[config.mk]
export PLATFORM = sky130hd
export DESIGN_NAME = mc_core_sequencer
export DESIGN_NICKNAME = d
export VERILOG_FILES = /design/src/rtl/core_pkg.sv /design/src/rtl/hs_timeout_ctr.sv /design/src/rtl/mc_core_sequencer.sv
export SDC_FILE = /design/constraint.sdc
export NUM_CORES = 1
export LEC_CHECK = 0
export ABC_AREA = 1
export BUFFER_PORTS_ARGS = -buffer_cell sky130_fd_sc_hd__buf_4
export CAP_MARGIN = 20
export CORE_AREA = 2 2 130 132
export DETAILED_ROUTE_END_ITERATION = 10
export DIE_AREA = 0 0 132 134
export PLACE_DENSITY = 0.74
export SETUP_SLACK_MARGIN = 0.4
export SLEW_MARGIN = 20
export SYNTH_ARGS = -nofsm -noshare
export SYNTH_HDL_FRONTEND = slang
export SYNTH_SLANG_ARGS = --single-unit
[constraint.sdc]
create_clock -name clk -period 1.5 [get_ports clk]
set_input_delay 0 -clock clk [delete_from_list [all_inputs] [get_ports clk]]
set_output_delay 0 -clock clk [all_outputs]
set_load 0.01 [all_outputs]
[src/rtl/core_pkg.sv]
// Shared types for the multi-cycle RV32I sequencer: FSM state encoding,
// error codes and the fixed instruction word width.
package core_pkg;

    localparam int WORD = 32;

    typedef enum logic [2:0] {
        ST_FETCH = 3'd0,
        ST_EXEC  = 3'd1,
        ST_MEM   = 3'd2,
        ST_WB    = 3'd3,
        ST_HALT  = 3'd4,
        ST_ERROR = 3'd5
    } state_t;

    localparam logic [1:0] ERR_NONE     = 2'd0;
    localparam logic [1:0] ERR_FETCH_TO = 2'd1;
    localparam logic [1:0] ERR_DATA_TO  = 2'd2;
    localparam logic [1:0] ERR_MISALIGN = 2'd3;

endpackage

[src/rtl/hs_timeout_ctr.sv]
// Handshake wait counter shared by the FETCH and MEM states. hit flags the
// last allowed wait cycle; TIMEOUT_CYCLES = 0 never hits.
module hs_timeout_ctr #(
    parameter int unsigned TIMEOUT_CYCLES = 255
) (
    input  logic clk,
    input  logic rst,
    input  logic clr,
    input  logic en,
    output logic hit
);

    localparam int unsigned W = (TIMEOUT_CYCLES < 2) ? 1 : $clog2(TIMEOUT_CYCLES);
    localparam logic [W-1:0] LIMIT = W'((TIMEOUT_CYCLES > 0) ? TIMEOUT_CYCLES - 1 : 0);

    logic [W-1:0] cnt;

    // Saturates at LIMIT so a disabled timeout cannot wrap into a false hit.
    always_ff @(posedge clk) begin
        if (rst || clr) begin
            cnt <= '0;
        end else if (en && (cnt != LIMIT)) begin
            cnt <= cnt + W'(1);
        end
    end

    assign hit = (TIMEOUT_CYCLES != 0) && en && (cnt == LIMIT);

endmodule

[src/rtl/mc_core_sequencer.sv]
// Multi-cycle FETCH/EXEC/MEM/WB sequencer with PC, IR and load-data latch.
// Optional perf counters are built only when PERF_CNT_EN is defined.
module mc_core_sequencer
    import core_pkg::*;
#(
    parameter int                XLEN           = 32,
    parameter logic [XLEN-1:0]   RESET_VECTOR   = {XLEN{1'b0}},
    parameter int unsigned       TIMEOUT_CYCLES = 255,
    parameter int                CNT_W          = 64
) (
    input  logic              clk,
    input  logic              rst,
    input  logic              instruc_mem_valid,
    input  logic [WORD-1:0]   instruction,
    input  logic              data_mem_valid,
    input  logic [XLEN-1:0]   load_data_in,
    input  logic              is_load,
    input  logic              is_store,
    input  logic              rd_write,
    input  logic [XLEN-1:0]   next_pc,
    input  logic              halt_req,
    output logic              instruction_mem_request,
    output logic              instruction_mem_we_re,
    output logic [XLEN-1:0]   pc_address,
    output logic [WORD-1:0]   ir,
    output logic              data_mem_request,
    output logic              data_mem_we_re,
    output logic [XLEN-1:0]   load_data_q,
    output logic              rf_we,
    output logic [2:0]        state_o,
    output logic              halted,
    output logic              err,
    output logic [1:0]        err_code,
    output logic [CNT_W-1:0]  cycle_cnt,
    output logic [CNT_W-1:0]  instret_cnt
);

    state_t          state, state_nx;
    logic [1:0]      code_q, code_nx;
    logic [XLEN-1:0] pc_q;
    logic [WORD-1:0] ir_q;
    logic [XLEN-1:0] ld_q;
    logic            st_q;
    logic            wr_q;
    logic            to_hit;

    hs_timeout_ctr #(.TIMEOUT_CYCLES(TIMEOUT_CYCLES)) u_to (
        .clk (clk),
        .rst (rst),
        .clr (state_nx != state),
        .en  ((state == ST_FETCH) || (state == ST_MEM)),
        .hit (to_hit)
    );

    // Handshake: a request is held high for the whole FETCH/MEM state; the
    // memory answers with a single-cycle valid, sampled only in that state.
    // A valid in the same cycle as the timeout hit is accepted.
    always_comb begin
        state_nx = state;
        code_nx  = code_q;
        case (state)
            ST_FETCH: begin
                if (instruc_mem_valid) begin
                    state_nx = ST_EXEC;
                end else if (to_hit) begin
                    state_nx = ST_ERROR;
                    code_nx  = ERR_FETCH_TO;
                end
            end
            ST_EXEC:  state_nx = (is_load || is_store) ? ST_MEM : ST_WB;
            ST_MEM: begin
                if (data_mem_valid) begin
                    state_nx = ST_WB;
                end else if (to_hit) begin
                    state_nx = ST_ERROR;
                    code_nx  = ERR_DATA_TO;
                end
            end
            ST_WB: begin
                if (next_pc[1:0] != 2'b00) begin
                    state_nx = ST_ERROR;
                    code_nx  = ERR_MISALIGN;
                end else if (halt_req) begin
                    state_nx = ST_HALT;
                end else begin
                    state_nx = ST_FETCH;
                end
            end
            ST_HALT:  if (!halt_req) state_nx = ST_FETCH;
            ST_ERROR: state_nx = ST_ERROR;
            default:  state_nx = ST_ERROR;
        endcase
    end

    // Decode flags are captured in EXEC so MEM/WB outputs depend on state only.
    always_ff @(posedge clk) begin
        if (rst) begin
            state  <= ST_FETCH;
            code_q <= ERR_NONE;
            pc_q   <= RESET_VECTOR;
            ir_q   <= '0;
            ld_q   <= '0;
            st_q   <= 1'b0;
            wr_q   <= 1'b0;
        end else begin
            state  <= state_nx;
            code_q <= code_nx;
            if ((state == ST_FETCH) && instruc_mem_valid) ir_q <= instruction;
            if (state == ST_EXEC) begin
                st_q <= is_store;
                wr_q <= rd_write & ~is_store;
            end
            if ((state == ST_MEM) && data_mem_valid && !st_q) ld_q <= load_data_in;
            if (state == ST_WB) pc_q <= next_pc;
        end
    end

    assign instruction_mem_request = (state == ST_FETCH) & ~rst;
    assign instruction_mem_we_re   = 1'b0;
    assign data_mem_request        = (state == ST_MEM) & ~rst;
    assign data_mem_we_re          = (state == ST_MEM) & st_q & ~rst;
    assign rf_we                   = (state == ST_WB) & wr_q & ~rst;
    assign pc_address              = pc_q;
    assign ir                      = ir_q;
    assign load_data_q             = ld_q;
    assign state_o                 = state;
    assign halted                  = (state == ST_HALT);
    assign err                     = (state == ST_ERROR);
    assign err_code                = code_q;

`ifdef PERF_CNT_EN
    logic [CNT_W-1:0] cyc_q;
    logic [CNT_W-1:0] ret_q;

    always_ff @(posedge clk) begin
        if (rst) begin
            cyc_q <= '0;
            ret_q <= '0;
        end else begin
            cyc_q <= cyc_q + CNT_W'(1);
            if (state == ST_WB) ret_q <= ret_q + CNT_W'(1);
        end
    end

    assign cycle_cnt   = cyc_q;
    assign instret_cnt = ret_q;
`else
    assign cycle_cnt   = '0;
    assign instret_cnt = '0;
`endif

endmodule
==> results of run 1 <==
-- worst max-delay path: stages (launching register included) --
cell and delay, ps:
dfxtp_1 310, inv_2 300, buf_12 290, nor3_1 100, buf_4 160
-- area by class of cell --
cell class / count / area, um2
Inverter: 24 / 119
Clock inverter: 5 / 86.3
Multi-Input combinational cell: 527 / 2910
Tap cell: 220 / 275
Timing Repair Buffer: 350 / 3160
Timing Repair inverter: 1 / 16.3
Clock buffer: 11 / 233
Fill cell: 1329 / 7250
Sequential cell: 111 / 2240
-- per-layer routing --
metal / share of wire / track usage
met3: 0.078 / 0.0446
met1: 0.37 / 0.183
met2: 0.53 / 0.324
met4: 0.028 / 0.0809
met5: 0 / 0
-- layout by cell type (no fill, tap or decap), drive strengths merged --
| master | synthesis | final |
|---|---|---|
| buf | 142 | 250 |
| o21ai | 35 | 35 |
| conb | 1 | 129 |
| nand3 | 75 | 75 |
| dfxtp | 111 | 111 |
| clkinv | 1 | 2 |
| clkbuf | 24 | 14 |
| nand4 | 1 | 1 |
| xor2 | 6 | 6 |
| a21oi | 74 | 74 |
| nand2 | 108 | 111 |
| nor2 | 88 | 88 |
| nor3 | 5 | 5 |
| ha | 2 | 2 |
| dlygate4sd3 | 0 | 96 |
| bufinv | 0 | 2 |
| bufbuf | 0 | 1 |
| or2 | 1 | 1 |
| inv | 23 | 26 |
-- where the power goes --
group / internal [mW] / leakage, nW / total, mW / switching, mW
sequential: 3.22 / 0.905 / 3.40 / 0.183
clock: 1.49 / 0.155 / 2.66 / 1.17
combinational: 1.35 / 3.02 / 2.99 / 1.64
-- registers in the layout, indices dropped and copies added (netlist names) --
| signal | flops |
|---|---|
| err_code | 2 |
| ir | 32 |
| load_data_q | 32 |
| pc_address | 32 |
| st_q | 1 |
| state_o | 3 |
| u_to.cnt | 8 |
| wr_q | 1 |
-- timing repair --
| action | 4_1_cts | 5_1_grt |
|---|---|---|
| cloned | 3 | 8 |
| endpoints found under the hold margin | 97 | 2 |
| setup buffers | 12 | 7 |
| pin swaps | 14 | 52 |
| gates resized for setup | 41 | 142 |
| setup endpoints to repair | 117 | 117 |
-- kinds of logic after synthesis --
logic type / after synthesis / synth area share
buffers and inverters: 190 / 0.230
XOR/XNOR: 6 / 0.0100
adder cells (fa/ha/maj): 2 / 0.00477
AO/OA/AOI/OAI: 109 / 0.104
flip-flops: 111 / 0.424
other: 1 / 0.000715
AND/OR/NAND/NOR: 278 / 0.227
-- per-stage QoR --
stage	TNS, ps	util
after CTS	0	0.510
after detailed placement	-42.8	0.412
after floorplan	0	-
final	-33.5	0.555
after global routing	-560	0.555
after global placement	0	0.412
-- worst paths after layout --
| check | start | endpoint | slack (ps) | depth (start not counted) |
|---|---|---|---|---|
| hold reg to reg | err_code[1] | err_code[1] | 460 | 2 |
| hold / removal | next_pc[1] | pc_address[1] | -10 | 3 |
| setup / recovery | st_q | data_mem_we_re | -30 | 4 |
| setup reg to reg | state_o[1] | u_to.cnt[4] | 20 | 10 |
==> results.cfg, run 1 <==
[outcome]
run_status = finished, violations left
violations = hold timing, setup timing

[clock_network]
cts.sinks = 111
cts_buffers = 9
cts_root_buf = clkbuf_16
clockBufferDepth = 2
clk_latency_ps = 360
postCtsHoldBufs = 96
clk_pin_slew_ps = 80
htree_levels = 3
cts_tree = done

[yosys]
syn_area_per_cell_um2 = 7.53
synth_edf_count = 0
ys_seq_area_frac = 0.424
syn_inst = 697
synth.most_common_cell = buf_4
yosysUniqueCellTypes = 26
synth_top_area_frac = 0.424
yosysWarnings = 0
yosys_register_bits = 111
synth_top_cell_by_area = dfxtp_1
netlist_top_cells_area = dfxtp_1 (42%), buf_4 (18%), nand2_1 (7.6%)
yosys-top-cells-count = buf_4 (129), dfxtp_1 (111), nand2_1 (106), nor2_1 (85), a21oi_1 (74)
synthesis.area_um2 = 5250
async_flop_share = 0
dominantRegCellSynth = dfxtp_1

[power]
vdd_drop_max_mv = 0.631
finalPower_mw = 9.05
leakage_nw = 4.08
powerDensity_nw_per_um2 = 1000

[global_route]
grt_max_degree = 59
first_global_vias = 5010
antenna_found_initial = 0
grt_overflow = 0
track_usage = 0.174
grt_pass1_wl_mm = 24.7

[placed_design]
dp_worst_setup_slack_ps = -18.5
dpl_cell_area_um2 = 6710
io_buffers = 210
gp_congestion = 0.784
dpl.cell_count = 1107
place_hpwl_mm = 10.2

[route]
vias_per_cell = 4.37
wl_per_cell_um = 14.8
routed_wl_mm = 18.5
vias = 5464
dr.pass1.iters = 4
postRouteAntennaNets = 0
drc = 0
drt_iter0_markers = 208

[flow_run]
drv_cap = 0

[finish]
final_cell_area_um2 = 9030
nets = 1130
drive_above_1_share = 0.387
fin_cells = 1249
areaGrowthSynthToFinish_pct = 72.2
diodes = 0

[setup_path]
crit_fanout = 34
end_kind = primary output
crit_required_ps = 1500
critical_path_class = reg -> out
worst_ep_arrival_time_ps = 1530
start_kind = flip-flop

[sta]
fin_hold_ws_ps = -13.0
layout_min_cycle_time_ps = 1530
worst_slack_ps = -33.5
finalCritPeriodShare = 1.02
finalHoldViolations = 2
max_freq_mhz = 652
skew_ps = 11.5
maxSlewViolCount = 0
setup_viol_count_final = 1
rsz0062_at_grt = yes

[floorplan]
boundaryPins = 340
fp-row-count = 47
initial_utilization = 0.322
fp.dieH_um = 134
die-area_um2 = 17700
coreArea_um2 = 16300
die-width_um = 132

[min_path]
hp-class = in -> reg
(Power assumes the default switching activity.)
==> run 2: changes to the inputs <==
--- a/config.mk
+++ b/config.mk
@@ -8,10 +8,9 @@
 export ABC_AREA = 1
 export BUFFER_PORTS_ARGS = -buffer_cell sky130_fd_sc_hd__buf_4
 export CAP_MARGIN = 20
-export CORE_AREA = 2 2 130 132
+export CORE_UTILIZATION = 25
 export DETAILED_ROUTE_END_ITERATION = 10
-export DIE_AREA = 0 0 132 134
-export PLACE_DENSITY = 0.74
+export PLACE_DENSITY = 0.62
 export SETUP_SLACK_MARGIN = 0.4
 export SLEW_MARGIN = 20
 export SYNTH_ARGS = -nofsm -noshare
==> results.cfg, run 2 (same netlist as run 1, synthesis figures left out) <==
[route]
drt_iter0_markers = 152
routed_wl_mm = 17.7
vias_per_cell = 4.18
dr.pass1.iters = 4
drc = 0
vias = 5449
wl_per_cell_um = 13.6
postRouteAntennaNets = 0

[clock_network]
cts_root_buf = clkbuf_16
clk_latency_ps = 360
clk_pin_slew_ps = 70
cts_tree = done
clockBufferDepth = 2
htree_levels = 3
cts_buffers = 9
cts.sinks = 111
postCtsHoldBufs = 98

[outcome]
run_status = finished, violations left
violations = hold timing, setup timing

[floorplan]
die-area_um2 = 21600
fp.dieH_um = 147
die-width_um = 147
coreArea_um2 = 20400
fp-row-count = 52
initial_utilization = 0.257
boundaryPins = 340

[placed_design]
place_hpwl_mm = 10.2
gp_congestion = 0.797
io_buffers = 210

[finish]
areaGrowthSynthToFinish_pct = 73.1
fin_util = 0.444
drive_above_1_share = 0.401
diodes = 0
final_cell_mix = buf_4 (238), conb_1 (129), dfxtp_1 (106), dlygate4sd3_1 (98), nor2_1 (70)
final_common_cell = buf_4
n_fill_cell = 1924
nets = 1137

[setup_path]
reg2reg_from = state_o[0]
critical_path_class = reg -> out
cp-endpoint = rf_we
r2r_end = u_to.cnt[0]
crit_path_start = state_o[0]
crit_required_ps = 1500
end_kind = primary output
start_kind = flip-flop
r2r_cells = 11
reg2reg_slack_ps = 20
crit_fanout = 13
worst_ep_arrival_time_ps = 1530

[global_route]
grt_pass1_wl_mm = 25.7
first_global_vias = 5089
grt_overflow = 0
grt_max_degree = 56
antenna_found_initial = 0
track_usage = 0.149

[sta]
layout_min_cycle_time_ps = 1530
max-slew-margin-rel = 0.576
finalCritPeriodShare = 1.02
worst_slack_ps = -29.7
tightestPinTransition_ps = 635
setup_viol_count_final = 1
fin_hold_ws_ps = -47.3
maxSlewViolCount = 0
skew_ps = 11.9
finalHoldViolations = 2
max_freq_mhz = 654
rsz0062_at_grt = yes

[power]
powerDensity_nw_per_um2 = 1000
vdd_drop_max_mv = 0.630
leakage_nw = 4.09
finalPower_mw = 9.12

[flow_run]
drv_cap = 0

[min_path]
hp-class = in -> reg
worstHoldStart = next_pc[1]
-- run 2: worst min-delay path by stage --
stage,end,cells past startpoint,slack (ps)
final,pc_address[1],3,-50
after global routing,pc_address[1],3,-50
after CTS,pc_address[1],3,-70
after detailed placement,pc_address[7],3,230
after global placement,pc_address[17],3,220
after floorplan,pc_address[10],2,130
-- run 2: critical path, cell delays in order, from the launching register on --
cell	delay [ps]
dfxtp_4	430
nand2_4	70
nor2_4	150
buf_4	150
inv_4	40
buf_12	130
nor2_2	70
buf_4	120
-- run 2: area by class of cell --
type	count	area [um2]	area share
clock inverter	5	88.8	0.00978
timing repair buffer	358	3160	0.348
inverter	24	109	0.0120
tap	270	338	0.0372
sequential	111	2240	0.246
clock buffer	10	250	0.0276
multi-input combinational	527	2900	0.320
-- run 2: metrics by stage --
step                      cell area, um2  cells  hold slack [ps]  worst slack [ps]  TNS [ps]
final                               9080   1305            -47.3             -29.7     -29.7
after global routing                9080   1305            -51.5             -86.8      -661
after CTS                           8590   1292            -65.4              50.0         0
after detailed placement            6770   1159              228             -23.7      -121
after global placement              6770   1159              219              9.63         0
after floorplan                     5850    825              135               129         0
-- run 2: timing repair --
action	4_1_cts	5_1_grt
cloned	7	2
pin swaps	35	48
endpoints found under the setup margin	117	117
hold endpoints to repair	99	2
gates resized for setup	90	104
setup buffers	13	11
-- run 2: power by group --
part | internal, mW | switching, mW | total, mW
clock network | 1.58 | 1.19 | 2.76
registers | 3.22 | 0.198 | 3.42
logic | 1.34 | 1.59 | 2.94
total | 6.14 | 2.98 | 9.12
-- run 2: per-layer routing --
layer	global-route usage	routed length, um
met1	0.165	6830
met2	0.265	9100
met3	0.0422	1270
met4	0.0661	503
met5	0	0
==> run 3: changes to the inputs <==
--- a/config.mk
+++ b/config.mk
@@ -7,7 +7,8 @@
 export LEC_CHECK = 0
 export ABC_AREA = 1
 export BUFFER_PORTS_ARGS = -buffer_cell sky130_fd_sc_hd__buf_4
-export CAP_MARGIN = 20
+export CAP_MARGIN = 0
+export CORE_ASPECT_RATIO = 1.5
 export CORE_UTILIZATION = 25
 export DETAILED_ROUTE_END_ITERATION = 10
 export PLACE_DENSITY = 0.62
==> results.cfg, run 3 (same netlist as run 1, synthesis figures left out) <==
[outcome]
run_status = finished, violations left
violations = hold timing

[floorplan]
die-area_um2 = 21600
die-width_um = 120
coreArea_um2 = 20500
fp.dieH_um = 179
boundaryPins = 340
fp-row-count = 64
initial_utilization = 0.256

[placed_design]
io_buffers = 210
gp_congestion = 0.804
dpl.cell_count = 1157
place_hpwl_mm = 11.1

[clock_network]
clockBufferDepth = 2
cts_root_buf = clkbuf_16
cts_buffers = 9
htree_levels = 3
cts.sinks = 111
clk_pin_slew_ps = 80
postCtsHoldBufs = 97
clk_latency_ps = 360
cts_tree = done

[sta]
skew_ps = 9.61
finalHoldViolations = 1
finalCritPeriodShare = 0.993
rsz0062_at_grt = yes
fin_hold_ws_ps = -42.1
setup_viol_count_final = 0
max-slew-margin-rel = 0.504
layout_min_cycle_time_ps = 1490
max_freq_mhz = 671
maxSlewViolCount = 0
tightestPinTransition_ps = 744
setup_tns_ps = 0

[flow_run]
drv_cap = 0

[power]
powerDensity_nw_per_um2 = 976
p_sw_mw = 3.57
leakage_nw = 4.31
vdd_drop_max_mv = 0.555
seqPwrFrac = 0.346
p_comb_frac = 0.402
finalPower_mw = 9.83
intPower_mw = 6.26
clockPowerShare = 0.252
p_sw_frac = 0.364

[finish]
drive_above_1_share = 0.499
regArea_um2 = 2240
diodes = 0
nets = 1154
n_fill_cell = 1809
fin_cells = 1317
final_common_cell = buf_4
final_cell_mix = buf_4 (239), conb_1 (129), dfxtp_1 (106), dlygate4sd3_1 (97), nand2_1 (75)
areaGrowthSynthToFinish_pct = 92.0
multiInputGateArea_um2 = 3640

[route]
drc = 0
postRouteAntennaNets = 0
dr.pass1.iters = 4
routed_wl_mm = 20.3
drt_iter0_markers = 174
vias = 5720
wl_per_cell_um = 15.4
vias_per_cell = 4.34

[global_route]
antenna_found_initial = 0
grt_overflow = 0
first_global_vias = 5510
grt_pass1_wl_mm = 27.3
grt_max_degree = 34
track_usage = 0.164

[setup_path]
end_kind = flip-flop
crit_fanout = 8
crit_required_ps = 1790
critical_path_class = reg -> reg
start_kind = flip-flop
worst_ep_arrival_time_ps = 1780

[min_path]
hp-class = in -> reg
==> run 3: metrics by stage <==
stage	instance area [um2]	utilization	worst slack (ps)
after global routing	10100	0.491	-102
after detailed placement	6820	0.333	-73.1
after CTS	8760	0.427	47.3
after global placement	6820	0.333	-38.5
final	10100	0.491	9.77
after floorplan	5850	-	129
==> run 3: cell type report <==
| cell class | instances | area share |
|---|---|---|
| timing repair inverter | 1 | 0.00161 |
| tap | 264 | 0.0328 |
| clock buffer | 9 | 0.0224 |
| sequential | 111 | 0.222 |
| inverter | 24 | 0.0128 |
| multi-input combinational | 527 | 0.361 |
| clock inverter | 7 | 0.00758 |
| timing repair buffer | 374 | 0.340 |
==> run 3: final timing paths <==
check              start             to  slack [ps]  cells after the start
max reg2reg   state_o[0]    u_to.cnt[7]          10                      9
max           state_o[0]    u_to.cnt[7]          10                      9
min reg2reg  err_code[1]    err_code[1]         460                      2
min           next_pc[1]  pc_address[1]         -40                      3
==> run 3: power groups by stage <==
| stage | clock (mW) | combinational (mW) | sequential (mW) |
|---|---|---|---|
| after global placement | 0 | 2.21 | 3.45 |
| after global routing | 2.69 | 4.21 | 3.44 |
| after detailed placement | 0 | 2.22 | 3.46 |
| after CTS | 2.57 | 3.10 | 3.39 |
| final | 2.48 | 3.95 | 3.41 |
| after floorplan | 0 | 1.37 | 3.55 |
==> run 3: timing repair <==
action,in CTS,in global routing
pin swaps,18,78
endpoints found under the hold margin,100,1
cloned,7,7
setup buffers,24,9
gates resized for setup,87,249
endpoints found under the setup margin,118,118
==> run 3: per-layer routing <==
layer	wire [um]	up-vias	GRT usage
met5	0	-	0
met4	701	0	0.0746
met3	1290	48	0.0384
met2	11400	285	0.325
met1	6920	2689	0.153
li1	-	2698	-
==> run 3: critical path, stage by stage (launching register included) <==
cell	delay (ps)
dfxtp_4	430
nor2_4	60
buf_4	130
nand3_2	90
nand2_1	110
nor2_2	160
nand3_1	110
nand2_2	100
nand3_4	120
nor2_1	110
